File: src/rtl/spi_arb.sv
// Round-robin arbiter/sequencer sharing one SPI master among N_REQ requesters.
// Issues one 16-bit command per grant, returns the response, and aborts on a missing done.
module spi_arb #(
    parameter int N_REQ   = 3,
    parameter int TIMEOUT = 4096
) (
    input  logic                 clk,
    input  logic                 rst,
    input  logic [N_REQ-1:0]     req,
    input  logic [16*N_REQ-1:0]  cmd_in,
    output logic [N_REQ-1:0]     ack,
    output logic [N_REQ-1:0]     rdy,
    output logic [N_REQ-1:0]     err,
    output logic [15:0]          rsp_data,
    output logic                 busy,
    output logic                 wrt,
    output logic [15:0]          cmd,
    input  logic                 done,
    input  logic [15:0]          rd_data,
    output logic [1:0]           state_dbg
);

    localparam int IW = (N_REQ > 1) ? $clog2(N_REQ) : 1;
    localparam int CW = $clog2(TIMEOUT);
    localparam logic [N_REQ-1:0] ONE = 1;
    localparam logic [IW-1:0]    LAST = IW'(N_REQ - 1);
    localparam logic [CW-1:0]    TERM = CW'(TIMEOUT - 1);

    typedef enum logic [1:0] {IDLE, LAUNCH, WAIT, GAP} state_t;

    state_t        state;
    logic [IW-1:0] ptr;
    logic [IW-1:0] idx;
    logic [IW-1:0] sel;
    logic          found;
    logic [CW-1:0] cnt;

    assign state_dbg = state;

    // First requester at or above ptr, wrapping around.
    always_comb begin
        found = 1'b0;
        sel   = '0;
        for (int i = 0; i < N_REQ; i++) begin
            if (!found && req[(int'(ptr) + i) % N_REQ]) begin
                found = 1'b1;
                sel   = IW'((int'(ptr) + i) % N_REQ);
            end
        end
    end

    always_ff @(posedge clk or posedge rst) begin
        if (rst) begin
            state    <= IDLE;
            ptr      <= '0;
            idx      <= '0;
            cnt      <= '0;
            ack      <= '0;
            rdy      <= '0;
            err      <= '0;
            wrt      <= 1'b0;
            cmd      <= '0;
            rsp_data <= '0;
            busy     <= 1'b0;
        end else begin
            ack <= '0;
            rdy <= '0;
            err <= '0;
            wrt <= 1'b0;
            case (state)
                IDLE: begin
                    if (found) begin
                        idx   <= sel;
                        cmd   <= cmd_in[16*sel +: 16];
                        wrt   <= 1'b1;
                        ack   <= ONE << sel;
                        busy  <= 1'b1;
                        state <= LAUNCH;
                    end
                end
                LAUNCH: begin
                    ptr   <= (idx == LAST) ? '0 : idx + 1'b1;
                    cnt   <= '0;
                    state <= WAIT;
                end
                WAIT: begin
                    // done wins over the terminal count in the same cycle.
                    if (done) begin
                        rsp_data <= rd_data;
                        rdy      <= ONE << idx;
                        state    <= GAP;
                    end else if (cnt == TERM) begin
                        err      <= ONE << idx;
                        state    <= GAP;
                    end else begin
                        cnt      <= cnt + 1'b1;
                    end
                end
                GAP: begin
                    busy  <= 1'b0;
                    state <= IDLE;
                end
                default: state <= IDLE;
            endcase
        end
    end

endmodule
File: config.mk
export PLATFORM = sky130hd
export DESIGN_NAME = spi_arb
export DESIGN_NICKNAME = d
export VERILOG_FILES = /design/src/rtl/spi_arb.sv
export SDC_FILE = /design/constraint.sdc
export NUM_CORES = 1
export LEC_CHECK = 0
export ABC_CLOCK_PERIOD_IN_PS = 2610
export CAP_MARGIN = 20
export CORE_ASPECT_RATIO = 1.1
export CORE_MARGIN = 10
export CORE_UTILIZATION = 45
export DETAILED_ROUTE_END_ITERATION = 8
export PLACE_DENSITY_LB_ADDON = 0.1
export SKIP_CTS_REPAIR_TIMING = 1
export SYNTH_ARGS = -nofsm -noshare
export SYNTH_HDL_FRONTEND = slang
export SYNTH_SLANG_ARGS = --single-unit
File: constraint.sdc
create_clock -name clk -period 2.61 [get_ports clk]
set_input_delay 0.261 -clock clk [delete_from_list [all_inputs] [get_ports clk]]
set_output_delay 0.261 -clock clk [all_outputs]
set_load 0.02 [all_outputs]
Word-level counts from Yosys, hierarchy flattened. Cells that the tools add are included.

Reductions and logical operators: 12. Div/mod/pow operators: 3. Multiplexer cells: 34. Eq/ne operators: 9. $add $sub $neg: 4. $lt $le $gt $ge: 3. Shifts and indexed selects: 3.

Operator list (number): $lt 32x4->1 const B (3); $mod 32x3->32 const B (2); $shiftx 48x7->16 (1); $mod 3x3->32 const B (1); $mux 12 (2); $pmux 12 s2 (1); $mux 3 (7); $mux 2 (7); $add 12x1->12 const B (1); $eq 12x12->1 const B (1); $mux 1 (12); $pmux 2 s4 (1); $reduce_and 2->1 (4); $bmux 1 s2 (3); $eq 2x2->1 const B (3); $ne 2x2->1 const B (3); $shl 1x2->3 const A (2); $reduce_bool 2->1 (2); $add 2x1->3 const B (1); $add 2x2->3 const B (1); $ne 3x3->1 const B (1); $reduce_and 3->1 (1); $add 2x1->2 const B (1); $eq 2x1->1 const B (1); 4 further kinds (6).

Flip-flop bits (word level): 61. Input bits: 70.

Longest topological paths before layout.
Word-level depth: 14. Depth in mapped cells: 12. Gate-level depth less buffers: 10.

Worst setup path before layout. OpenSTA, ideal clock, no wires.

Path type: register to register. Start: register ptr[1]. End: register cmd[0]. Clock period less this slack: 2190 ps. Stages on the path, launching flop included: 12. Buffers on the path: 3. Data required time: 2480 ps. Setup time: 130 ps. Data arrival time: 2061 ps. Slack: 420 ps. Cells stage by stage: dfrtp_1 > inv_1 > ha_1 > buf_6 > mux2_4 > a21boi_2 > nand2_1 > o22ai_1 > buf_6 > buf_6 > mux2i_1 > o221ai_2.

Longest elaborated chain between the ends: 12. Elaborated cells on any way between the ends: 26. Classes of those cells: add/sub: 2; div: 3; shift: 1; mux: 15; reduce/logical: 5.

Ends and longest elaborated chain: from (decl) (RTL line 32) `logic [IW-1:0] ptr;`; from (signal assigned) (RTL line 82) `ptr <= (idx == LAST) ? '0 : idx + 1'b1;`; parallel branches: the longest is 12 deep, another holds $mod 32x3->32; to (signal assigned) (RTL line 74) `cmd <= cmd_in[16*sel +: 16];`; to (decl) (RTL line 17) `output logic [15:0] cmd,`.

Several ways; the timed one is not identified. The select of a mux whose other input is x is not followed. A chain may end at the register's enable or synchronous reset.

Worst setup path after layout.
Start: register ptr[1]. End: register cmd[3].

Same word-level chain as after synthesis.

==> flow_metrics.env <==
export IMPL_synth_edf_count=0
export IMPL_die_width_um=99.1
export IMPL_groute_usage_overall_pct=15.9
export IMPL_crit_fanout=18
export IMPL_cp_cell_sequence="inv_1, ha_2, mux2i_4, o21ai_2, nor4_2, nand2b_1, inv_4, nand3_4, o22ai_1, a21oi_1"
export IMPL_synth_area_top_cells="dfrtp_1, mux2_2, mux2i_1"
export IMPL_drc=0
export IMPL_worstMarginPinSlew_ns=0.781
export IMPL_grt_pass1_wl_um=13700
export IMPL_max_stage_delay_ns=0.40
export IMPL_max_slew_margin_rel_pct=47.8
export IMPL_yosysTopAreaCell="dfrtp_1"
export IMPL_fmax_mhz=420
export IMPL_critPathTopFamily="simple AND/OR/NAND/NOR gates"
export IMPL_critPathLaunchType="flip-flop"
export IMPL_critPathCaptureType="flip-flop"
export IMPL_avgSynthCellArea_sq_um=11.2
export IMPL_pin_count=115
export IMPL_postRouteAntennaNets=0
export IMPL_clock_skew_ns=0.00751
export IMPL_die_h_um=107
export IMPL_yosysWarningCount=0
export IMPL_regArea_sq_um=1530
export IMPL_power_uw=5390
export IMPL_crit_slowest_cell="dfrtp_1"
export IMPL_critPathKind="reg2reg"
export IMPL_initial_core_util_pct=46.7
export IMPL_synth_top_area_share_pct=49.2
export IMPL_dpl_instance_area_sq_um=4310
export IMPL_fin_crit_ns=2.38
export IMPL_antenna_found_initial=0
export IMPL_ir_drop_v=0.000681
export IMPL_area_growth_pct=46.2
export IMPL_outcome="finished clean"
export IMPL_nNetsFinal=475
export IMPL_clockBufferDepth=2
export IMPL_fin_cells=483
export IMPL_grt_max_degree=40
export IMPL_cts_root_buf="clkbuf_8"
export IMPL_synth_distinct_cells=45
export IMPL_mostFrequentLayoutCell="clkdlybuf4s50_1"
export IMPL_synthesis_area_sq_um=3100
export IMPL_setup_violations=0
export IMPL_finalMaxSlewViolations=0
export IMPL_design_core_area_sq_um=6630
export IMPL_synth_nets=357
export IMPL_grt_remaining_overflow=0
export IMPL_synth_async_sr_flop_share_pct=100
export IMPL_drt_iter0_markers=59
export IMPL_clk_latency_ns=0.34
export IMPL_numPortBuffers=114
export IMPL_synthCells=278
export IMPL_cts_tree="yes"
export IMPL_routabilityCongestion=0.826
export IMPL_finalInstanceArea_sq_um=4530
export IMPL_cts_sinks=61
export IMPL_multi_input_area_sq_um=1400
export IMPL_vias=2552
export IMPL_clk_pin_slew_worst_paths_ns=0.08
export IMPL_arrival_ns=2.64
export IMPL_tns_ns=0
export IMPL_yosysSeqAreaShare_pct=49.2
export IMPL_hold_violations=0
export IMPL_maxCapViolCount=0
export IMPL_ys_ff_latch=61
export IMPL_cts_inserted_buffers=9
export IMPL_period_share_pct=91.2
export IMPL_die_area_sq_um=10600
export IMPL_drive_gt1_share_pct=14.0
export IMPL_htree_levels=3
export IMPL_routed_wl_um=8600
export IMPL_viasPerCell=5.28
export IMPL_wl_per_cell_um=17.8
export IMPL_p_leak_uw=0.00204
export IMPL_dp_cells=467
export IMPL_grt_pass1_vias=2624
export IMPL_fillers=522
export IMPL_hp_class="in2async"
export IMPL_rows=31
export IMPL_final_cell_mix="clkdlybuf4s50_1, dfrtp_1, nand2_1, nor2_1, inv_1"
export IMPL_rsz0062_at_grt="no"
export IMPL_worst_endpoint_required_ns=2.87
export IMPL_p_per_area_nw_per_um2=1190
export IMPL_antenna_cells=0
export IMPL_hpwl_um=6600
export IMPL_drt_pass1_iter_count=4
export IMPL_utilization_pct=68.4
export IMPL_synth_main_ff_cell="dfrtp_1"
export IMPL_cp_num_buf_inv=2
final cells by class:
cell class / count / share of cell area (%)
flip-flops and latches: 61 / 33.7
multi-input cells: 183 / 30.8
repair buffers: 118 / 26.4
clock buffers: 9 / 2.73
well taps: 82 / 2.26
clock inverters: 7 / 2.18
inverters: 23 / 1.96
cells by family (layout without fill, tap and decap cells):
kind of cell,Yosys count,after routing,synth area share [%]
simple gates,86,86,13.6
flops,61,61,49.2
compound gates,41,41,11.5
mux,38,38,13.5
buf+inv,34,157,5.97
fa+ha+maj,9,9,3.63
xor+xnor,9,9,2.54
worst reg2reg max path: cells and delay by family, from the launching register on:
family / cells / cell delay, ns
mux: 1 / 0.28
compound gates: 3 / 0.36
buf+inv: 2 / 0.20
simple gates: 3 / 0.75
flops: 1 / 0.40
fa+ha+maj: 1 / 0.31
synthesized netlist by cell type, types with 2 or more instances:
master	count
clkbuf_1	3
nand3b_1	2
nand4_1	4
mux2_2	17
o22ai_1	4
nand2b_1	5
o21ai_0	6
a21oi_1	6
o221ai_2	8
ha_1	9
nor3_1	3
o221ai_1	6
and3_1	4
buf_6	5
nor2b_1	2
nand2_1	32
dfrtp_1	61
a211oi_1	2
xnor2_1	4
xor2_1	5
nor2_1	21
inv_1	22
mux2i_1	19
nand3_1	6
o22a_1	2
flip-flops by register name, indices dropped and copies added, names as in the netlist:
register   flops
cmd           16
state_dbg      2
ack            3
err            3
rdy            3
wrt            1
ptr            2
busy           1
cnt           12
idx            2
rsp_data      16
report_power, final:
| part | switching [uW] | leakage [uW] | internal, uW |
|---|---|---|---|
| registers | 203 | 0.000773 | 1300 |
| clock network | 397 | 0.000110 | 542 |
| logic | 1550 | 0.00116 | 1400 |
through the flow:
| stage | hold WS, ns | worst slack (ns) |
|---|---|---|
| after floorplan | 0.412 | 0.420 |
| after global routing | 0.302 | 0.0427 |
| after detailed placement | 0.480 | 0.166 |
| after global placement | 0.470 | 0.287 |
| after CTS | 0.277 | 0.137 |
| final | 0.265 | 0.229 |
routing by layer:
metal  up-vias  track usage, %  share of wire, %
met5         -               0                 0
met4         0            4.71               1.6
met3        14            6.62               7.9
met2        86            27.0                50
met1      1242            17.7                41
li1       1210               -                 -
path summary, 6_finish.rpt:
kind / startpoint / endpoint / slack [ns] / cells past startpoint
worst min register to register: cmd[13] / cmd[13] / 0.49 / 2
worst max-delay path: ptr[1] / cmd[3] / 0.23 / 10
min in group clk: cmd[13] / cmd[13] / 0.49 / 2
max in group asynchronous: rst / cnt[9] / 1.75 / 3
worst min-delay path: rst / rsp_data[13] / 0.26 / 2
worst max register to register: ptr[1] / cmd[3] / 0.23 / 10
Power figures use the tool's default switching activity.
